==> config.mk <==
export PLATFORM = sky130hd
export DESIGN_NAME = edge_detector_multi
export DESIGN_NICKNAME = d
export VERILOG_FILES = /design/src/rtl/edge_detector_multi.sv
export SDC_FILE = /design/constraint.sdc
export NUM_CORES = 1
export LEC_CHECK = 0
export ABC_CLOCK_PERIOD_IN_PS = 2400
export CAP_MARGIN = 10
export CORE_MARGIN = 4
export CORE_UTILIZATION = 34
export CTS_BUF_LIST = sky130_fd_sc_hd__clkbuf_2
export DETAILED_ROUTE_END_ITERATION = 10
export PLACE_DENSITY = 0.63
export SLEW_MARGIN = 20
export SYNTH_ARGS = -nofsm -noshare
export SYNTH_HDL_FRONTEND = slang
export SYNTH_HIERARCHICAL = 1
export SYNTH_SLANG_ARGS = --single-unit
==> constraint.sdc <==
create_clock -name clk -period 2.4 [get_ports clk]
set_clock_uncertainty 0.05 [all_clocks]
set_input_delay 0.48 -clock clk [delete_from_list [all_inputs] [get_ports clk]]
set_output_delay 0.48 -clock clk [all_outputs]
set_load 0.02 [all_outputs]
==> src/rtl/edge_detector_multi.sv <==
// Multi-channel edge detector: per-channel synchroniser, mode-qualified edge pulses,
// holdoff against chatter, sticky flag and saturating count of reported edges.

module edge_detector_ch #(
   parameter int SYNC_STAGES = 2,
   parameter int HOLDOFF     = 4,
   parameter int CNT_W       = 8
) (
   input  logic             clk,
   input  logic             reset_n,
   input  logic             level_i,
   input  logic [1:0]       mode_i,
   input  logic             clr_i,
   output logic             p_edge_o,
   output logic             n_edge_o,
   output logic             evt_flag_o,
   output logic [CNT_W-1:0] edge_cnt_o
);

   localparam int HW = (HOLDOFF > 0) ? $clog2(HOLDOFF + 1) : 1;
   localparam logic [HW-1:0]    HOLD_LD = HW'(HOLDOFF);
   localparam logic [CNT_W-1:0] CNT_MAX = '1;

   logic s;

   generate
      if (SYNC_STAGES == 0) begin : g_nosync
         assign s = level_i;
      end else begin : g_sync
         logic [SYNC_STAGES-1:0] sync_q, sync_d;

         always_comb begin
            sync_d[0] = level_i;
            for (int k = 1; k < SYNC_STAGES; k++) sync_d[k] = sync_q[k-1];
         end

         always_ff @(posedge clk) begin
            if (!reset_n) sync_q <= '0;
            else          sync_q <= sync_d;
         end

         assign s = sync_q[SYNC_STAGES-1];
      end
   endgenerate

   logic             prev_q, prev_d;
   logic [HW-1:0]    hold_q, hold_d;
   logic             p_edge_q, p_edge_d;
   logic             n_edge_q, n_edge_d;
   logic             evt_flag_q, evt_flag_d;
   logic [CNT_W-1:0] edge_cnt_q, edge_cnt_d;
   logic             hold_zero, rep_rise, rep_fall, rep;

   always_comb begin
      hold_zero = (hold_q == '0);
      rep_rise  = s & ~prev_q & mode_i[0] & hold_zero;
      rep_fall  = ~s & prev_q & mode_i[1] & hold_zero;
      rep       = rep_rise | rep_fall;

      // prev follows the input unconditionally so a suppressed edge is lost, not deferred
      prev_d     = s;
      hold_d     = rep ? HOLD_LD : (hold_zero ? '0 : hold_q - HW'(1));
      p_edge_d   = rep_rise;
      n_edge_d   = rep_fall;
      evt_flag_d = rep | (evt_flag_q & ~clr_i);

      edge_cnt_d = edge_cnt_q;
      if (clr_i)                           edge_cnt_d = {{(CNT_W-1){1'b0}}, rep};
      else if (rep && edge_cnt_q != CNT_MAX) edge_cnt_d = edge_cnt_q + CNT_W'(1);
   end

   always_ff @(posedge clk) begin
      if (!reset_n) begin
         prev_q     <= 1'b0;
         hold_q     <= '0;
         p_edge_q   <= 1'b0;
         n_edge_q   <= 1'b0;
         evt_flag_q <= 1'b0;
         edge_cnt_q <= '0;
      end else begin
         prev_q     <= prev_d;
         hold_q     <= hold_d;
         p_edge_q   <= p_edge_d;
         n_edge_q   <= n_edge_d;
         evt_flag_q <= evt_flag_d;
         edge_cnt_q <= edge_cnt_d;
      end
   end

   assign p_edge_o   = p_edge_q;
   assign n_edge_o   = n_edge_q;
   assign evt_flag_o = evt_flag_q;
   assign edge_cnt_o = edge_cnt_q;

endmodule

module edge_detector_multi #(
   parameter int CH          = 8,
   parameter int SYNC_STAGES = 2,
   parameter int HOLDOFF     = 4,
   parameter int CNT_W       = 8
) (
   input  logic                clk,
   input  logic                reset_n,
   input  logic [CH-1:0]       level,
   input  logic [2*CH-1:0]     mode,
   input  logic [CH-1:0]       clr,
   output logic [CH-1:0]       p_edge,
   output logic [CH-1:0]       n_edge,
   output logic [CH-1:0]       any_edge,
   output logic [CH-1:0]       evt_flag,
   output logic                irq,
   output logic [CH*CNT_W-1:0] edge_cnt
);

   generate
      for (genvar i = 0; i < CH; i++) begin : g_ch
         edge_detector_ch #(
            .SYNC_STAGES (SYNC_STAGES),
            .HOLDOFF     (HOLDOFF),
            .CNT_W       (CNT_W)
         ) u_ch (
            .clk        (clk),
            .reset_n    (reset_n),
            .level_i    (level[i]),
            .mode_i     (mode[2*i +: 2]),
            .clr_i      (clr[i]),
            .p_edge_o   (p_edge[i]),
            .n_edge_o   (n_edge[i]),
            .evt_flag_o (evt_flag[i]),
            .edge_cnt_o (edge_cnt[CNT_W*i +: CNT_W])
         );
      end
   endgenerate

   // Both terms come straight from flops, so these stay glitch-free
   assign any_edge = p_edge | n_edge;
   assign irq      = |evt_flag;

endmodule

# Word-level counts from Yosys, hierarchy flattened
# Index checks and enable logic that the tools add are counted.
[totals]
ff_bits = 136
input_bits = 34
output_inout_bits = 97
wordCells = 267
[op_classes]
n_addsub = 16
n_eq_ne = 8
n_mux = 32
bitwise_logic = 98
reduce_logical = 41
[op_table]
columns = ["operator", "n"]
rows = [
  ["adder 8 x 1 -> 8 bit (second input constant)", 8],
  ["!= test 8 bit (second input constant)", 8],
  ["AND 1 bit", 56],
  ["two-way mux 3 bit", 16],
  ["NOT 1 bit", 25],
  ["logical NOT 3 bit", 8],
  ["OR reduction 3 bit", 8],
  ["subtractor 3 x 1 -> 3 bit (second input constant)", 8],
  ["two-way mux 1 bit", 16],
  ["OR 1 bit", 16],
  ["nonzero test 2 bit", 8],
  ["OR reduction 2 bit", 8],
  ["logical AND 1 bit", 8],
  ["OR 8 bit", 1],
  ["OR reduction 8 bit", 1],
]

# Longest topological paths before layout
[logic_depth]
depth_word = 8
ltp_mapped = 7

# Hierarchy
# The synthesis kept the hierarchy.
[modules_own_cells]
columns = ["mod", "n_inst", "cells_per_inst", "area_per_inst_um2"]
rows = [
  ["edge_detector_ch (g_ch[0].u_ch ...)", 7, 87, 775.7],
  ["edge_detector_ch (g_ch[6].u_ch)", 1, 90, 797.0],
  ["edge_detector_multi", 1, 11, 66.3],
]

# Worst setup path before layout
# OpenSTA, ideal clock, no wires.
[synth_timing]
kind = "reg-to-reg"
start = "reg g_ch[0].u_ch.edge_cnt_q[0]"
end = "reg g_ch[0].u_ch.edge_cnt_q[3]"
setup_ns = 0.070
arrival_time_ns = 1.544
path_slack_ns = 0.736
path_stages_with_launch = 6
path_buffers = 0
period_less_slack_ns = 1.664
cell_sequence = "dfxtp_1 > ha_1 > and2_1 > and4_4 > or4_1 > a21oi_1"
[synth_between]
elab_chain_cells = 2
[synth_lines]
columns = ["item", "line", "source"]
rows = [
  ["start: declaration", "51", "logic [CNT_W-1:0] edge_cnt_q, edge_cnt_d;"],
  ["start signal: assignment", "86", "edge_cnt_q <= edge_cnt_d;"],
  ["branches (longest 2 deep; another with adder 8 x 1 -> 8 bit)", "--", ""],
]
# Parallel ways; which one is timed is not known.
# A chain may end at the register's enable or synchronous reset.

# Worst setup path in the final report
[layout_timing]
start = "reg g_ch[5].u_ch.evt_flag_q"
end = "out irq"
[layout_between]
elab_chain_cells = 1
[layout_lines]
columns = ["item", "line", "source"]
rows = [
  ["start: declaration", "50", "logic evt_flag_q, evt_flag_d;"],
  ["start signal: assignment", "85", "evt_flag_q <= evt_flag_d;"],
  ["OR reduction 8 bit", "138", "assign irq = |evt_flag;"],
  ["end: declaration", "112", "output logic irq,"],
]
# Every way passes these cells.

==> metrics <==
Synth Warn # 6; chip height 144 um; setup bufs post-CTS 0; Total Wirelength roughly 15000 um; ANT nets after route 0; R2R Setup Slk 0.55 ns; IR drop worst, VDD 0.473 mV; Rel. slew slack between 70 and 80%; crit-path cells nor4_4, nand2_1, clkdlybuf4s15_2; die area 20800 um^2; Post-synth EDFFs 0; worst endpoint data arrival time 1.74 ns; RSZ-0062 raised after global routing true; Mapped Nets 776; design area 8110 um^2; initial antenna violation count 1; pwr dens 568 nW/um^2; Seq cells post-synth 136; P_leak slightly below 0.004 uW; Slowest-stage cell, CP dfxtp_2; Worst Max-Slew Pin Slew 0.413 ns; post-route insts no fill 1079; Skew-Pair Late Insertion Delay ~0.67 ns; Vias between 5000 and 6000; Final Cycle Share 94.8%; final RePlAce weighted congestion 0.871; row count 49; Core ar. 18100 um^2; biggest area consumer among synthesized cells dfxtp_1; placed instance area between 7000 and 8000 um^2; Nets 902; Post-Syn Area per Cell around 9 um^2; outcome finished clean; htree depth 4; root buf cell clkbuf_2; pins over their slew limit 0; list of most frequent post-synthesis cells dfxtp_1 (136), nand2_1 (57), nand3_1 (41); Post-synth top flop dfxtp_1; Area Growth Syn to Fin 28.8%; multi-input combinational cell area 3310 um^2; Setup crit end kind primary output; dpl hpwl 10900 um; # fillers 1793; clk slew on worst S/H paths 0.22 ns; TritonRoute pass-1 iters 4; Crit Path Class register to primary output; first-pass GRT wire length 24700 um; CTS tree done; CP peak stage delay slightly below 0.4 ns; Chip Width ~140 um; Final Util 44.8%; synth top area cells dfxtp_1 (43%), ha_1 (6.4%), nand2_1 (3.4%); Remaining DRCs 0; IO buf count 130; number of instances in the placed design 1046; GRT Resource Usage Total 14.6%; Crit Path Max Fanout 3; post-synth top area share roughly 43%; largest net degree at the start of global routing 50; CTS sink cnt 136; ys async rst share 0%; CTS max path bufs 2; Netlist cell types 41; fmax 440 MHz; startpoint class of the critical path register; total global routing overflow 0; DR WL/cell ~14 um; Worst Hold Class primary input to register; IO Pins between 100 and 150; Max Cap Violations 0; DRT iter0 DRCs 244; share of layout cells above drive strength 1 12.0%; CTS Buf Count 17; vias in the first global route 5015; vias per cell 5.14; Mapped Area 6290 um^2; CP Buf/Inv Count 1; count leader, synth dfxtp_1; fin crit period 2.27 ns; Seq/Total Area, Yosys 43.3%; required time worst endpoint 1.87 ns; final setup fails 0; Post-Syn Instances between 700 and 800; register area 2750 um^2; Initial Util a little over a third; crit-path leading delay family simple AND/OR/NAND/NOR gates; Final Hold Vio Count 0
worst reg2reg max path, stage by stage (launching register included):
cell     delay, ns
dfxtp_1       0.36
inv_1         0.05
ha_1          0.16
ha_1          0.21
a21bo_1       0.29
or4_1         0.51
a21oi_1       0.14
cell usage in the layout (no fill, tap or decap), types with 8 or more instances in the layout:
master,n
nor3_1,34
nand2_1,57
o21ai_0,8
nor2b_1,8
and3_1,17
a21boi_0,14
o21a_1,17
nor2_1,31
clkbuf_2,19
a21oi_1,40
o31ai_1,8
dfxtp_1,116
or2_2,8
nor4b_1,8
and4_4,9
dlymetal6s2s_1,34
nand2b_1,22
and2_1,31
nand4_1,15
clkdlybuf4s50_1,50
ha_1,32
dlygate4sd2_1,44
inv_1,33
and3_2,8
nand3_1,41
dfxtp_2,19
nand3b_1,22
a31oi_1,17
buf_4,9
kinds of logic (layout without fill, tap and decap cells):
family / Yosys count / after routing / synth area share (%)
and+or+nand+nor: 332 / 332 / 30.3
AOI/OAI and AO/OA: 137 / 137 / 14.7
DFF: 136 / 136 / 43.3
buffers and inverters: 66 / 205 / 4.35
adders and majority gates: 32 / 32 / 6.36
muxes: 7 / 7 / 1.11
other: 0 / 1 / 0
flip-flops by register name, indices dropped and copies added, names as in the netlist:
| name | flops |
|---|---|
| g_ch.u_ch/prev_q | 8 |
| g_ch.u_ch/evt_flag_o | 8 |
| g_ch.u_ch/g_sync.sync_q | 16 |
| g_ch.u_ch/n_edge_o | 8 |
| g_ch.u_ch/p_edge_o | 8 |
| g_ch.u_ch/edge_cnt_o | 64 |
| g_ch.u_ch/hold_q | 24 |
layout make-up:
| type | instances | share of cell area [%] |
|---|---|---|
| repair buffers | 140 | 17.5 |
| flip-flops and latches | 136 | 33.9 |
| diodes | 1 | 0.0309 |
| clock buffers | 19 | 1.17 |
| inverters | 33 | 1.53 |
| well taps | 229 | 3.53 |
| multi-input cells | 508 | 40.8 |
| clock inverters | 13 | 1.51 |
what timing repair did:
item                                    4_1_cts  5_1_grt
gates cloned                                  0        0
hold buffers                                  0        0
resized for setup                            67       37
endpoints found under the setup margin       54       37
pin swaps                                     0        0
power breakdown:
part | switching, uW | internal [uW]
combinational | 457 | 402
clock | 891 | 390
sequential | 67.6 | 2400
total | 1420 | 3190
final timing paths:
kind / start / endpoint / cells past startpoint
setup / recovery: g_ch[5].u_ch/evt_flag_o / irq / 3
hold reg to reg: g_ch[0].u_ch/hold_q[0] / g_ch[0].u_ch/hold_q[0] / 1
setup reg to reg: g_ch[7].u_ch/hold_q[0] / g_ch[7].u_ch/edge_cnt_o[3] / 6
hold / removal: reset_n / g_ch[4].u_ch/hold_q[2] / 2
metal layers:
layer | vias to the layer above | global-route usage (%) | part of all wire, %
met1 | 2603 | 19.7 | 47
li1 | 2795 | - | -
met3 | 9 | 4.60 | 5.8
met2 | 138 | 22.7 | 46
met4 | 0 | 3.72 | 1.1
met5 | - | 0 | 0
through the flow:
stage / total power, uW / worst slack [ns] / hold slack, ns / setup TNS, ns
after floorplan: 3100 / 0.736 / 0.342 / 0
after global placement: 3370 / 0.309 / 0.351 / 0
after detailed placement: 3400 / 0.291 / 0.354 / 0
after CTS: 4720 / 0.000431 / 0.0122 / 0
after global routing: 4940 / -0.0609 / 0.00208 / -0.0609
final: 4610 / 0.126 / 0.121 / 0
No activity file was read; power rests on OpenSTA's default activity.
==> RTL change (same flow settings) <==
Register the output `evt_flag`, without a reset; this adds one clock of latency there. The other outputs are not delayed to match.
--- a/src/rtl/edge_detector_multi.sv
+++ b/src/rtl/edge_detector_multi.sv
@@ -115,2 +115,4 @@
 
+   logic [CH-1:0] evt_flag_c;
+
    generate
@@ -129,3 +131,3 @@
             .n_edge_o   (n_edge[i]),
-            .evt_flag_o (evt_flag[i]),
+            .evt_flag_o (evt_flag_c[i]),
             .edge_cnt_o (edge_cnt[CNT_W*i +: CNT_W])
@@ -137,3 +139,7 @@
    assign any_edge = p_edge | n_edge;
-   assign irq      = |evt_flag;
+   assign irq      = |evt_flag_c;
+
+   always_ff @(posedge clk) begin
+       evt_flag <= evt_flag_c;
+   end
 
Check against the original RTL: not equivalent (Yosys sat finds a counterexample within 4 cycles, from zero or initial values and one cycle with reset_n low).
==> RTL change against the unedited design <==
- area after synthesis increased by 2.5%
- sequential cell count increased by 8
- count of clock-buffer cells in the layout shrank 1
- worst setup slack improved by 0.020 ns
- critical path depth down 2
- cell count rose by 1.2%
- routed wire length is 0.41% higher
- clock power rose by 9%
- final area is 2.5% higher
- sequential power rose by 6%
- total power up 6.0%
- critical endpoint is now edge_cnt[60]
==> RTL change: results (changes against the unedited design) <==
Status - complete, no violations (unchanged)
Vias in the first global route - 5103 (was 5015)
Cells after DPL - 1061 (was 1046)
Worst-path fanout max - 5 (was 3)
Initial drt markers - 310 (was 244)
Fillers - 1854 (was 1793)
Top cells by area, synth - dfxtp_1 (45%), ha_1 (6.2%), nand2_1 (3.3%), nand3_1 (3.2%), a21oi_1 (3.1%) (was dfxtp_1 (43%), ha_1 (6.4%), nand2_1 (3.4%), nand3_1 (3.3%), a21oi_1 (3.2%))
Clk_lat worst skew - 0.65 ns (was 0.67 ns)
Logic pwr share - 17.8% (was 18.6%)
Detailed Routing Iterations Pass 1 - 5 (was 4)
CTS Buf Count - 17 (unchanged)
Buffering overhead - 17.3% (was 17.5%)
Dpl hpwl - 11100 um (was 10900 um)
Yosys reg bits - 144 (was 136)
Via count - 5551 (was 5545)
Lkg Pwr - 3.81 nW (was 3.89 nW)
Slowest stage delay, CP - 0.66 ns (was 0.39 ns)
Gp weighted congestion - 0.814 (was 0.871)
Reg clk slew, reported paths - 0.18 ns (was 0.22 ns)
Max reg flops - 64 (unchanged)
Detailed Route WL - 15300 um (was 15200 um)
Commonest cells in the netlist - dfxtp_1 (144), nand2_1 (57), nand3_1 (41), a21oi_1 (40), nor3_1 (34) (was dfxtp_1 (136), nand2_1 (57), nand3_1 (41), a21oi_1 (40), nor3_1 (34))
CLK BUF - 18 (was 19)
Register area share after synthesis - 44.7% (was 43.3%)
Bufs w/o clock - 142 (was 140)
DP Area - 0.00800 mm2 (was 0.00781 mm2)
Met1 Track Usage GR - 19.7% (about the same)
Arrival time worst endpoint - 1.72 ns (was 1.74 ns)
Die X - 146 um (was 144 um)
First-pass GRT wire length - 25900 um (was 24700 um)
Met3 usage in global routing - 4.30% (was 4.60%)
Final clock-cell share - 2.83% (was 2.69%)
Layout area overhead - 28.8% (about the same)
Top delay family on crit path - buffers and inverters (was simple AND/OR/NAND/NOR gates)
Multi-input gate area - 0.00330 mm2 (was 0.00331 mm2)
Sw Share - 28.1% (was 30.7%)
Maximum vdd drop - 0.341 mV (was 0.473 mV)
Final Net Count - 912 (was 902)
Grt met2 use - 22.1% (was 22.7%)
# diodes - 1 (unchanged)
Synthesized net count - 784 (was 776)
Internal - 3.51 mW (was 3.19 mW)
Via/cell ratio - 5.08 (was 5.14)
Slowest CP cell - clkdlybuf4s50_1 (was dfxtp_2)
Fraction of final layout cells sized beyond drive strength 1 - 12.5% (was 12.0%)
Seq pwr share - 53.5% (was 53.6%)
Largest net degree at the start of global routing - 36 (was 50)
Slew headroom - 72.7% (was 72.5%)
Synth Instances - 718 (was 710)
==> RTL change: cell types whose count changed in the layout (fill, tap and decap cells not counted), sizes merged <==
cell / before / now
inv: 36 / 33
dlygate4sd2: 44 / 25
clkinv: 5 / 9
bufinv: 1 / 3
clkdlybuf4s50: 50 / 74
clkbuf: 19 / 18
dfxtp: 136 / 144
buf: 11 / 14
clkinvlp: 4 / 0
clkdlybuf4s15: 1 / 0
dlymetal6s2s: 34 / 29
==> RTL change: worst paths after layout <==
check	start	end	slack, ns	cells after the start
max reg2reg	g_ch[4].u_ch/hold_q[0]	g_ch[4].u_ch/edge_cnt_o[3]	0.57	6
max	g_ch[7].u_ch/edge_cnt_o[4]	edge_cnt[60]	0.15	1
min reg2reg	g_ch[7].u_ch/evt_flag_o	evt_flag[7]	0.31	0
min	reset_n	g_ch[1].u_ch/hold_q[2]	0.16	2
==> RTL change: cells by family after synthesis <==
kind of cell	count (synthesis)	share of synthesized area, %
simple gates	332	29.5
flops	144	44.7
compound gates	137	14.3
buf+inv	66	4.25
fa+ha+maj	32	6.20
mux	7	1.09
==> RTL change: repair_timing <==
action                     CTS  global route
pin swaps                    0             0
setup endpoints to repair   44            34
resized for setup           51            36
hold buffers                 0             0
==> RTL change: through the flow <==
| step | setup TNS [ns] | setup slack, ns |
|---|---|---|
| 4_1_cts | -0.0147 | -0.0147 |
| 3_5_place_dp | 0 | 0.267 |
| 3_3_place_gp | 0 | 0.287 |
| 2_1_floorplan | 0 | 0.736 |
| 6_report | 0 | 0.146 |
| 5_1_grt | 0 | 0.00157 |
==> RTL change: per-layer routing <==
| metal | vias up | part of all wire (%) |
|---|---|---|
| met4 | 0 | 1.2 |
| met3 | 13 | 5.9 |
| li1 | 2821 | - |
| met5 | - | 0 |
| met1 | 2564 | 48 |
| met2 | 153 | 45 |
